[config.mk]
export PLATFORM = sky130hd
export DESIGN_NAME = fetch_sequencer
export DESIGN_NICKNAME = d
export VERILOG_FILES = /design/src/rtl/fetch_sequencer.sv
export SDC_FILE = /design/constraint.sdc
export NUM_CORES = 1
export LEC_CHECK = 0
export BUFFER_PORTS_ARGS = -buffer_cell sky130_fd_sc_hd__buf_2
export CELL_PAD_IN_SITES_DETAIL_PLACEMENT = 2
export CELL_PAD_IN_SITES_GLOBAL_PLACEMENT = 2
export CORE_UTILIZATION = 30
export CTS_CLUSTER_DIAMETER = 80
export DETAILED_ROUTE_END_ITERATION = 10
export GPL_TIMING_DRIVEN = 0
export PLACE_DENSITY_LB_ADDON = 0.1
export SLEW_MARGIN = 25
export SYNTH_ARGS = -nofsm -noshare
export SYNTH_HDL_FRONTEND = slang
export SYNTH_SLANG_ARGS = --single-unit
[constraint.sdc]
create_clock -name clk -period 2.5 [get_ports clk]
set_input_delay 0.125 -clock clk [delete_from_list [all_inputs] [get_ports clk]]
set_output_delay 0.125 -clock clk [all_outputs]
set_load 0.02 [all_outputs]
[src/rtl/fetch_sequencer.sv]
// fetch_sequencer: owns the program counter, fetches one byte per
// instruction and sequences jump/call/return with a small return stack.
module fetch_sequencer #(
  parameter logic [7:0] RESET_VEC   = 8'h00,
  parameter logic [7:0] STEP        = 8'd4,
  parameter int         STACK_DEPTH = 4
) (
  input  logic       clk,
  input  logic       rst_n,
  input  logic       start,
  input  logic       stop,
  input  logic       stall,
  input  logic       jump_valid,
  input  logic [7:0] jump_target,
  output logic       fetch_req,
  output logic [7:0] fetch_addr,
  input  logic       fetch_ack,
  input  logic [7:0] fetch_data,
  output logic [7:0] instr,
  output logic       instr_valid,
  output logic [7:0] pc,
  output logic       busy,
  output logic       stack_err
);

  localparam int AW  = $clog2(STACK_DEPTH);
  localparam int SPW = AW + 1;
  localparam logic [SPW-1:0] FULL = SPW'(STACK_DEPTH);

  localparam logic [1:0] IDLE = 2'd0;
  localparam logic [1:0] REQ  = 2'd1;
  localparam logic [1:0] NEXT = 2'd2;
  localparam logic [1:0] ERR  = 2'd3;

  logic [1:0]     state_q, state_d;
  logic [7:0]     pc_q, pc_d;
  logic [SPW-1:0] sp_q, sp_d;
  logic           err_q, err_d;
  logic [7:0]     instr_q, instr_d;
  logic           iv_q, iv_d;
  logic [7:0]     stk_q [STACK_DEPTH];

  logic           push;
  logic           fault;
  logic [7:0]     ret_addr;
  logic [7:0]     tgt;
  logic [AW-1:0]  top_idx;

  assign ret_addr = pc_q + STEP;
  assign tgt      = {instr_q[5:0], 2'b00};
  assign top_idx  = sp_q[AW-1:0] - AW'(1);

  always_comb begin
    state_d = state_q;
    pc_d    = pc_q;
    sp_d    = sp_q;
    err_d   = err_q;
    instr_d = instr_q;
    iv_d    = 1'b0;
    push    = 1'b0;
    fault   = 1'b0;
    unique case (state_q)
      IDLE: begin
        if (start) state_d = REQ;
      end
      REQ: begin
        if (fetch_ack) begin
          instr_d = fetch_data;
          iv_d    = 1'b1;
          state_d = NEXT;
        end
      end
      NEXT: begin
        if (!stall) begin
          // An external redirect overrides the decoded control field.
          if (jump_valid) begin
            pc_d = jump_target;
          end else begin
            unique case (instr_q[7:6])
              2'b00: pc_d = ret_addr;
              2'b01: pc_d = tgt;
              2'b10: begin
                if (sp_q == FULL) begin
                  fault = 1'b1;
                end else begin
                  push = 1'b1;
                  sp_d = sp_q + SPW'(1);
                  pc_d = tgt;
                end
              end
              default: begin
                if (sp_q == '0) begin
                  fault = 1'b1;
                end else begin
                  pc_d = stk_q[top_idx];
                  sp_d = sp_q - SPW'(1);
                end
              end
            endcase
          end
          if (fault) begin
            err_d   = 1'b1;
            state_d = ERR;
          end else begin
            state_d = stop ? IDLE : REQ;
          end
        end
      end
      default: begin
        state_d = ERR;
      end
    endcase
  end

  always_ff @(posedge clk) begin
    if (!rst_n) begin
      state_q <= IDLE;
      pc_q    <= RESET_VEC;
      sp_q    <= '0;
      err_q   <= 1'b0;
      instr_q <= 8'h00;
      iv_q    <= 1'b0;
      for (int i = 0; i < STACK_DEPTH; i++) stk_q[i] <= 8'h00;
    end else begin
      state_q <= state_d;
      pc_q    <= pc_d;
      sp_q    <= sp_d;
      err_q   <= err_d;
      instr_q <= instr_d;
      iv_q    <= iv_d;
      if (push) stk_q[sp_q[AW-1:0]] <= ret_addr;
    end
  end

  assign fetch_req   = (state_q == REQ);
  assign fetch_addr  = pc_q;
  assign pc          = pc_q;
  assign instr       = instr_q;
  assign instr_valid = iv_q;
  assign busy        = (state_q == REQ) || (state_q == NEXT);
  assign stack_err   = err_q;

endmodule

==> flow_summary.json <==
{
  "power.leakage_nw": 1.38,
  "synthCells": 270,
  "yosysMostFrequentCell": "nor2_1",
  "dp_hpwl_um": 6160,
  "worst-r2r-cell-count": 9,
  "drc_errors": 0,
  "swShare_pct": 37.3,
  "placed_area_mm2": 0.00323,
  "hold_path_depth": 3,
  "numClockSinks": 55,
  "end_kind": "flop",
  "p_per_area_mw_per_mm2": 706,
  "worstPathArrival_ns": 2.28,
  "hp-start": "fetch_data[2]",
  "core-area_mm2": 0.00920,
  "seqPwrFrac_pct": 47.0,
  "p_switching_mw": 0.889,
  "rows": 35,
  "netlist_area_mm2": 0.00284,
  "nets": 361,
  "clk_latency_ns": 0.32,
  "wl_per_cell_um": 18.2,
  "cts_buffers": 5,
  "ys_types": 44,
  "drv_slew": 0,
  "root_buffer": "clkbuf_8",
  "yosysSeqAreaShare_pct": 50.0,
  "via_per_inst": 5.04,
  "die-area_mm2": 0.00986,
  "final_area_mm2": 0.00338,
  "initial_utilization_pct": 30.9,
  "avgSynthCellArea_um2": 10.5,
  "maxCapViolCount": 0,
  "ys.flop_type": "edfxtp_1",
  "grt_max_degree": 20,
  "path_clk_slew_ns": 0.11,
  "finalWirelength_um": 8010,
  "place.gp.congestion": 0.749,
  "synthArstFlopShare_pct": 0,
  "drtPass1Iterations": 4,
  "crit_type": "reg2reg",
  "relSlewSlack_pct": 45.7,
  "startpoint": "sp_q[0]",
  "pre_cts_slack_ns": -0.232,
  "vias": 2213,
  "crit_chain": "buf_8 > clkinvlp_4 > ha_1 > nand2_1 > nand4_2 > buf_6 > or3_1 > buf_6 > nand2_4",
  "grt_pass1_wl_um": 13000,
  "holdWs_ns": 0.0587,
  "crit_family": "simple AND/OR/NAND/NOR gates",
  "tns_ns": 0,
  "rr_startpoint": "sp_q[0]",
  "io_buffers": 48,
  "ir_worst_vdd_uv": 221,
  "grt_usage_pct": 17.2,
  "critPathMaxFanout": 10,
  "synthesis.nets": 304,
  "critPathBufInv": 4,
  "ys_top_cells_by_count": "nor2_1, edfxtp_1, dfxtp_1",
  "dr.first_iter.drc_count": 45,
  "final.period_utilization_pct": 90.4,
  "hold_end": "instr[2]",
  "synth_warnings": 0,
  "worst_setup_path_start_kind": "flop",
  "combPwrFrac_pct": 30.1,
  "antenna_found_initial": 0,
  "cp.required_ns": 2.52,
  "hold_path.class": "in2reg",
  "r2r_slack_ns": 0.24,
  "clk_path_buf_depth": 2,
  "worst_slack_ns": 0.240,
  "yosysTopAreaCell": "edfxtp_1",
  "fillers": 1041,
  "die_h_um": 99.3,
  "synth-edff-count": 32,
  "slowest_stage": "dfxtp_2",
  "max_freq_mhz": 442,
  "cts_tree": "done",
  "finalHoldViolCount": 0,
  "multi_input_area_mm2": 0.00122,
  "fin_worst_skew_ns": 0.00689,
  "ios": 51,
  "utilization_pct": 36.7,
  "diodes": 0,
  "cp_slowest_stage_delay_ns": 0.38,
  "grt_pass1_vias": 2393,
  "tightest_slew_ns": 0.814,
  "antenna_left": 0,
  "die_width_um": 99.3,
  "overflow": 0,
  "p_int_mw": 1.50,
  "drive_above_1_share_pct": 28.7,
  "htreeDepth": 2,
  "rsz0062_at_grt": "false",
  "period_needed_ns": 2.26,
  "syn_to_final_growth_pct": 18.9,
  "p_clk_share_pct": 22.9,
  "status": "finished clean",
  "setup_violations": 0,
  "seqCellArea_mm2": 0.00142,
  "r2r_end": "stk_q[2][7]",
  "synth_seq_cells": 55,
  "yosys-top-cells-area": "edfxtp_1, dfxtp_1, mux4_2, nor2_1, ha_1",
  "yosysTopAreaCellShare_pct": 33.8,
  "cpMostUsedCell": "buf_6"
}
-- worst register-to-register path: stages (launching register included) --
cell        delay [ns]
dfxtp_2           0.38
buf_8             0.17
clkinvlp_4        0.13
ha_1              0.25
nand2_1           0.11
nand4_2           0.14
buf_6             0.17
or3_1             0.32
buf_6             0.16
nand2_4           0.14
-- state kept, by name, indices dropped and copies added, names as in the netlist --
signal,count
fetch_addr,8
instr,8
instr_valid,1
sp_q,3
stack_err,1
state_q,2
stk_q,32
-- final cells by class --
class / instances / share of cell area [%]
sequential: 55 / 42.1
multi-input combinational: 173 / 36.1
timing repair buffer: 52 / 8.00
buffer: 22 / 4.67
tap: 111 / 4.11
inverter: 18 / 2.11
clock buffer: 5 / 2.04
clock inverter: 3 / 0.815
-- through the flow --
stage,total power [mW],instances
2_1_floorplan,1.61,270
3_3_place_gp,1.84,429
3_5_place_dp,1.87,430
4_1_cts,2.42,437
5_1_grt,2.53,439
6_report,2.39,439
-- power groups by stage --
| stage | registers (mW) | logic (mW) | clock network, mW |
|---|---|---|---|
| 2_1_floorplan | 1.17 | 0.441 | 0 |
| 3_3_place_gp | 1.14 | 0.704 | 0 |
| 3_5_place_dp | 1.14 | 0.723 | 0 |
| 4_1_cts | 1.12 | 0.727 | 0.565 |
| 5_1_grt | 1.13 | 0.805 | 0.593 |
| 6_report | 1.12 | 0.717 | 0.547 |
-- layout by cell type, fill, tap and decap left out, types with 2 or more instances in the layout --
cell	count
a211oi_1	2
a21boi_0	8
a21oi_1	12
a221oi_1	3
a22oi_1	3
a31oi_1	3
and2_1	2
and3_1	2
buf_2	50
buf_4	12
buf_6	4
clkbuf_1	6
clkbuf_8	5
clkinvlp_4	2
dfxtp_1	22
edfxtp_1	32
ha_1	10
inv_1	17
mux4_2	8
nand2_1	15
nand2_4	3
nand2b_1	2
nand3_1	13
nor2_1	40
nor2b_1	2
nor3_1	2
o211a_1	2
o211ai_1	2
o21ai_0	12
o221ai_1	2
o22ai_1	2
or3_1	3
xnor2_1	4
xor2_1	4
-- cells by family after synthesis --
family	synth area share, %
AO/OA/AOI/OAI	13.5
buffers and inverters	7.93
AND/OR/NAND/NOR	14.6
flip-flops	50.0
XOR/XNOR	2.47
multiplexers	6.34
adder cells (fa/ha/maj)	5.11
-- worst max path at each step --
| stage | endpoint | depth (start not counted) |
|---|---|---|
| final | stk_q[2][7] | 9 |
| after detailed placement | stk_q[1][7] | 8 |
| after floorplan | stk_q[0][0] | 9 |
| after global placement | stk_q[3][1] | 6 |
| after CTS | stk_q[0][1] | 9 |
| after global routing | stk_q[2][4] | 9 |
-- routing by layer --
| layer | vias up | share of wire, % | track usage, % |
|---|---|---|---|
| met5 | - | 0 | 0 |
| li1 | 1067 | - | - |
| met2 | 36 | 49 | 30.2 |
| met1 | 1101 | 47 | 22.0 |
| met4 | 0 | 1.6 | 4.52 |
| met3 | 9 | 2.7 | 2.88 |
-- repair_timing --
action	4_1_cts	5_1_grt
buffers inserted	0	3
hold buffers	0	0
setup endpoints to repair	27	26
pin swaps	0	0
resized for setup	5	5
Power figures use the tool's default switching activity.
